$ cat src/rtl/mem_access_unit.sv
// ============================================================================
// mem_access_unit: multi-cycle byte/half/word load-store initiator with
// read-modify-write for sub-word stores. Revision 1.0
// ============================================================================
`default_nettype none

module mem_access_unit #(
  parameter int MEM_BYTES_LOG2 = 12
) (
  input  logic        clock,
  input  logic        reset,
  input  logic        req,
  input  logic        we,
  input  logic [1:0]  size,
  input  logic        sign_ext,
  input  logic [31:0] addr,
  input  logic [31:0] wdata,
  output logic        busy,
  output logic        done,
  output logic        err,
  output logic [31:0] rdata,
  output logic [31:0] dm_address,
  output logic [31:0] dm_data_in,
  output logic        dm_mem_write,
  input  logic [31:0] dm_data_out
);

  localparam logic [1:0] S_IDLE  = 2'd0;
  localparam logic [1:0] S_READ  = 2'd1;
  localparam logic [1:0] S_WRITE = 2'd2;
  localparam logic [1:0] S_DONE  = 2'd3;

  logic [1:0]  state_q, state_d;
  logic        we_q, we_d;
  logic [1:0]  size_q, size_d;
  logic        sext_q, sext_d;
  logic [31:0] addr_q, addr_d;
  logic [31:0] wdata_q, wdata_d;
  logic [31:0] old_q, old_d;
  logic [31:0] rdata_q, rdata_d;
  logic        err_q, err_d;

  logic        w_misaligned;
  logic        w_out_of_range;
  logic [7:0]  w_byte;
  logic [15:0] w_half;
  logic [31:0] w_load;
  logic [31:0] w_merged;

  // Request checks use the live inputs: they are only acted on in IDLE.
  assign w_misaligned   = ((size == 2'b01) && addr[0]) || (size[1] && (addr[1:0] != 2'b00));
  assign w_out_of_range = |addr[31:MEM_BYTES_LOG2];

  assign w_byte = dm_data_out[{addr_q[1:0], 3'b000} +: 8];
  assign w_half = addr_q[1] ? dm_data_out[31:16] : dm_data_out[15:0];

  always_comb begin
    w_load = dm_data_out;
    case (size_q)
      2'b00:   w_load = {{24{sext_q & w_byte[7]}}, w_byte};
      2'b01:   w_load = {{16{sext_q & w_half[15]}}, w_half};
      default: w_load = dm_data_out;
    endcase
  end

  always_comb begin
    w_merged = old_q;
    case (size_q)
      2'b00: w_merged[{addr_q[1:0], 3'b000} +: 8] = wdata_q[7:0];
      2'b01: begin
        if (addr_q[1]) w_merged[31:16] = wdata_q[15:0];
        else           w_merged[15:0]  = wdata_q[15:0];
      end
      default: w_merged = wdata_q;
    endcase
  end

  always_comb begin
    state_d = state_q;
    we_d    = we_q;
    size_d  = size_q;
    sext_d  = sext_q;
    addr_d  = addr_q;
    wdata_d = wdata_q;
    old_d   = old_q;
    rdata_d = rdata_q;
    err_d   = err_q;
    case (state_q)
      S_IDLE: begin
        if (req) begin
          we_d    = we;
          size_d  = size;
          sext_d  = sign_ext;
          addr_d  = addr;
          wdata_d = wdata;
          err_d   = w_misaligned | w_out_of_range;
          if (w_misaligned | w_out_of_range) state_d = S_DONE;
          else if (!we)                      state_d = S_READ;
          else if (size[1])                  state_d = S_WRITE;
          else                               state_d = S_READ;
        end
      end
      S_READ: begin
        // Sub-word stores reuse READ to fetch the word being patched.
        if (we_q) begin
          old_d   = dm_data_out;
          state_d = S_WRITE;
        end else begin
          rdata_d = w_load;
          state_d = S_DONE;
        end
      end
      S_WRITE: state_d = S_DONE;
      default: state_d = S_IDLE;
    endcase
  end

  always_ff @(posedge clock) begin
    if (reset) begin
      state_q <= S_IDLE;
      we_q    <= 1'b0;
      size_q  <= 2'b00;
      sext_q  <= 1'b0;
      addr_q  <= 32'd0;
      wdata_q <= 32'd0;
      old_q   <= 32'd0;
      rdata_q <= 32'd0;
      err_q   <= 1'b0;
    end else begin
      state_q <= state_d;
      we_q    <= we_d;
      size_q  <= size_d;
      sext_q  <= sext_d;
      addr_q  <= addr_d;
      wdata_q <= wdata_d;
      old_q   <= old_d;
      rdata_q <= rdata_d;
      err_q   <= err_d;
    end
  end

  assign busy         = (state_q != S_IDLE);
  assign done         = (state_q == S_DONE);
  assign err          = (state_q == S_DONE) & err_q;
  assign rdata        = rdata_q;
  assign dm_address   = {addr_q[31:2], 2'b00};
  assign dm_data_in   = w_merged;
  assign dm_mem_write = (state_q == S_WRITE) & ~reset;

endmodule

`default_nettype wire

$ cat config.mk
export PLATFORM = sky130hd
export DESIGN_NAME = mem_access_unit
export DESIGN_NICKNAME = d
export VERILOG_FILES = /design/src/rtl/mem_access_unit.sv
export SDC_FILE = /design/constraint.sdc
export NUM_CORES = 1
export LEC_CHECK = 0
export CORE_ASPECT_RATIO = 0.75
export CORE_MARGIN = 2
export CORE_UTILIZATION = 43
export DETAILED_ROUTE_END_ITERATION = 12
export PLACE_DENSITY_LB_ADDON = 0.1
export SLEW_MARGIN = 20
export SYNTH_ARGS = -nofsm -noshare
export SYNTH_HDL_FRONTEND = slang
export SYNTH_SLANG_ARGS = --single-unit
$ cat constraint.sdc
create_clock -name clock -period 2.6 [get_ports clock]
set_clock_uncertainty 0.1 [all_clocks]
set_input_delay 0.39 -clock clock [delete_from_list [all_inputs] [get_ports clock]]
set_output_delay 0.39 -clock clock [all_outputs]
set_load 0.01 [all_outputs]
Word-level counts from Yosys, hierarchy flattened --
Index checks and enable logic that the tools add are counted.
Word-level totals: flip-flop bits (word level) 135, input bits 103
Operators by class: add/sub/neg operators 1, reduce and logical (&&, ||, !) cells 11, shifts and indexed selects 3, mux-type cells 12, bitwise gates (word level) 7, equality and inequality tests 6
Operators by type and width (number):
- $pmux W32 S2 | 2
- $mux W16 | 3
- $bwmux W32 | 1
- $shift A8 B7 Y32 const A | 1
- $shiftx A32 B6 Y8 | 1
- $shiftx A8 B7 Y32 | 1
- $reduce_or A20 Y1 | 1
- $mux W2 | 4
- $neg A5 Y7 | 1
- $eq A2 B1 Y1 const B | 3
- $pmux W2 S3 | 1
- $reduce_and A2 Y1 | 3
- $and A1 B1 Y1 | 4
- $eq A2 B2 Y1 const B | 2
- $logic_not A2 Y1 | 2
- $reduce_bool A2 Y1 | 2
- $logic_and A1 B1 Y1 | 2
- $ne A2 B2 Y1 const B | 1
- $not A1 Y1 | 2
- $logic_or A1 B1 Y1 | 1
- $mux W1 | 1
- $or A1 B1 Y1 | 1

Depth between registers and ports, before layout --
word-level depth 7, mapped depth 9

Worst setup path after synthesis --
Ideal clock, no wire load.
path kind flip-flop to output port, start register addr_q[1], end output port dm_data_in[11], arrival time 2.258 ns, path buffers 2, cell stages (with the launch flop) 9, required time 2.110 ns, slack -0.148 ns, cells stage by stage dfxtp_1 > buf_6 > buf_2 > inv_1 > ha_1 > nand2b_1 > nor4b_4 > a32oi_1 > o21ai_0
On the way: cells in the longest elaborated chain, start to end 4
Ends and longest elaborated chain:
- from (decl) | RTL line 37 | logic [31:0] addr_q, addr_d;
- from (signal assigned) | RTL line 134 | addr_q <= addr_d;
- $neg A5 Y7 | RTL line 69 | 2'b00: w_merged[{addr_q[1:0], 3'b000} +: 8] = wdata_q[7:0];
- $shiftx A8 B7 Y32 or $shift A8 B7 Y32 (tied branches) | RTL line 69
- $bwmux W32 | RTL line 69
- $pmux W32 S2 (*) | RTL line 68 | case (size_q)
- to (decl) | RTL line 23 | output logic [31:0] dm_data_in,
Mark *: on every way between the ends. The rest lies on a longest branch, timed or not.

Worst setup path after layout --
start register addr_q[0], end output port dm_data_in[26]
On the way: cells in the longest elaborated chain, start to end 4
Ends and longest elaborated chain (RTL line):
- $neg A5 Y7 (*) | 69
- $shiftx A8 B7 Y32 or $shift A8 B7 Y32 (tied branches) | 69
- $bwmux W32 (*) | 69
- $pmux W32 S2 (*) | 68
Marks and branches as above.

==> metrics.yaml <==
synth:
  synth_top_family_by_area: "compound AO/OA/AOI/OAI gates"
  synthCells: 866
  async_reset_ff_share_pct: 0
  synth.ff_latch_count: 135
  synth_compound_area_share_pct: 25.75
  synth_warnings: 0
  synthFlopType: "dfxtp_1"
  synth_xor_area_share_pct: 0
  synth_cell_types: 54
  synth_adder_area_share_pct: 1.670
  synth_mux_area_share_pct: 4.527
  avgSynthCellArea_um2: 7.787
  synth-edff-count: 0
  synth_area_um2: 6744
  yosys.area_share.simple_pct: 18.98
  ys_seq_area_share_pct: 40.07
timing:
  slew_headroom_pct: 49.89
  setup_viol: 4
  fin_crit_sh_pct: 101.3
  drv_slew: 0
  rsz0062_at_grt: "true"
  final_hold_viol_count: 0
  fmax_mhz: 379.5
  worstMarginPinSlew_ps: 751.7
  fin_ws_ps: -34.83
  fin_setup_tns_ps: -86.75
  final.min_clock_period_ps: 2635
floorplan:
  start_util_pct: 44.15
  fp.dieArea_um2: 16710
  fp.dieW_um: 148.6
  die_y_um: 112.5
  rows: 39
  core_um2: 15270
  boundaryPins: 203
final_layout:
  num_antenna_cells: 0
  drive_gt1_share_pct: 15.71
  layout_common_cells: "nand2_1 (250), clkdlybuf4s50_1 (167), a21oi_1 (134)"
  regArea_um2: 2708
  synthToLayoutAreaGrowth_pct: 40.96
  nNetsFinal: 1149
  nFillCells: 1393
  multiInputGateArea_um2: 3617
  fin_util_pct: 62.24
  final_common_cell: "nand2_1"
global_route:
  grt_first_pass_wirelength_um: 33220
  grt_pass1_vias: 6131
  grt_overflow: 0
  grt_max_degree: 54
  antenna_found_initial: 0
  grt_usage_pct: 25.30
clock_tree:
  cts_buffers: 17
  cts_tree: "done"
  clk_pin_slew_ps: 60
  htree_levels: 4
  cts_max_path_buffers: 2
  root_buffer: "clkbuf_16"
  clock-sinks: 135
  insertion_delay_ps: 420
  cts_hold_buf: 0
setup_path:
  worstSetupEndpointType: "output pin"
  cp.arrival_ps: 2140
  cp_max_fo: 4
  cp.required_ps: 2110
  startpoint_type: "flop"
  crit_type: "reg2out"
pwr:
  pwr_density_cell_nw_per_um2: 870.8
  cellLeakagePower_nw: 3.444
  p_total_w: 0.008279
  vdd_drop_max_v: 0.0004645
routing:
  vias_per_cell: 5.313
  drtPass1Iterations: 7
  ant_nets: 0
  drt-total-wl_um: 21120
  routedWlPerCell_um: 16.83
  vias: 6668
  detail_route.iter0.violations: 488
  drcViolationCount: 0
place:
  dpl.hpwl_um: 15240
  routabilityCongestion: 0.8968
  port-buffer-count: 200
outcome:
  violations: "negative setup slack"
  status: "finished with violations"
flow_run:
  maxCapViolations: 0
hold_path:
  min_path_type: "in2reg"
through the flow:
| step | setup slack [ps] | hold WS (ps) | instances | area, um2 |
|---|---|---|---|---|
| global route | -119.2 | 233.4 | 1255 | 9507 |
| floorplan | 45.15 | 336.0 | 867 | 6750 |
| detailed placement | -50.47 | 346.6 | 1216 | 8810 |
| global placement | -20.78 | 341.6 | 1216 | 8810 |
| finish | -34.83 | 242.6 | 1255 | 9507 |
| CTS | -46.87 | 219.6 | 1255 | 9485 |
critical path: stages, from the launching register on:
cell and delay, ps:
dfxtp_2 320, buf_4 140, ha_4 160, nor4bb_4 150, buf_4 140, buf_4 150, a221o_1 300, a22o_1 220
buf_2 140
synth_stat cells, types with 3 or more instances:
cell / count / share of area [%]
nand2_1: 251 / 14
dfxtp_1: 135 / 40
a21oi_1: 134 / 9.9
clkbuf_1: 46 / 2.6
buf_4: 33 / 3.7
nor2_1: 29 / 1.6
mux2i_1: 28 / 4.2
o21ai_0: 24 / 1.8
a22o_1: 21 / 2.7
inv_1: 17 / 0.95
a221o_1: 14 / 2.1
a22oi_1: 14 / 1.6
a211oi_2: 10 / 1.9
a221oi_1: 9 / 1.2
ha_1: 9 / 1.7
buf_1: 8 / 0.45
buf_2: 8 / 0.59
a211oi_1: 7 / 0.78
o31ai_1: 7 / 0.78
o21bai_1: 6 / 0.67
nor4_1: 5 / 0.46
buf_6: 4 / 0.67
nand2b_1: 4 / 0.37
and2_1: 3 / 0.28
nor3_1: 3 / 0.22
o21a_1: 3 / 0.33
power breakdown:
| group | switching, W | internal [W] | total (W) |
|---|---|---|---|
| Sequential | 0.000288 | 0.00246 | 0.00275 |
| Combinational | 0.00171 | 0.00155 | 0.00326 |
| Clock | 0.00100 | 0.00127 | 0.00227 |
| Total | 0.00300 | 0.00528 | 0.00828 |
final cells by class:
type / instances / area share, %
inverters: 18 / 0.7634
multi-input cells: 615 / 38.05
flip-flops and latches: 135 / 28.48
well taps: 205 / 2.698
repair buffers: 250 / 24.19
clock inverters: 14 / 1.198
clock buffers: 18 / 4.620
what timing repair did:
action / 4_1_cts / 5_1_grt
buffers inserted: 7 / 0
resized for setup: 147 / 32
endpoints found under the setup margin: 32 / 30
endpoints found under the hold margin: 0 / 0
pin swaps: 9 / 11
kinds of logic after synthesis:
| group | count (synthesis) |
|---|---|
| AND/OR/NAND/NOR | 310 |
| AO/OA/AOI/OAI | 264 |
| flip-flops | 135 |
| buffers and inverters | 117 |
| multiplexers | 30 |
| adder cells (fa/ha/maj) | 9 |
| other | 1 |
final timing paths:
path                   start              to  slack (ps)  cells after the start
hold reg to reg   addr_q[14]      addr_q[14]         350                      2
hold / removal         reset       addr_q[8]         240                      2
setup reg to reg   addr_q[1]       rdata[30]         300                      8
setup / recovery   addr_q[0]  dm_data_in[26]         -30                      8
flip-flops by register name (all words and copies together) (netlist names):
signal and count:
addr_q 32, old_q 32, rdata 32, wdata_q 32, size_q 2, state_q 2, err_q 1, sext_q 1
we_q 1
routing by layer:
layer	up-vias	track usage, %	wire length, um
li1	3305	-	-
met5	-	0	0
met4	0	5.651	223
met2	264	34.35	8468
met3	17	7.602	1865
met1	3082	38.84	10560
Note: power is estimated with default switching activity, not from simulation.
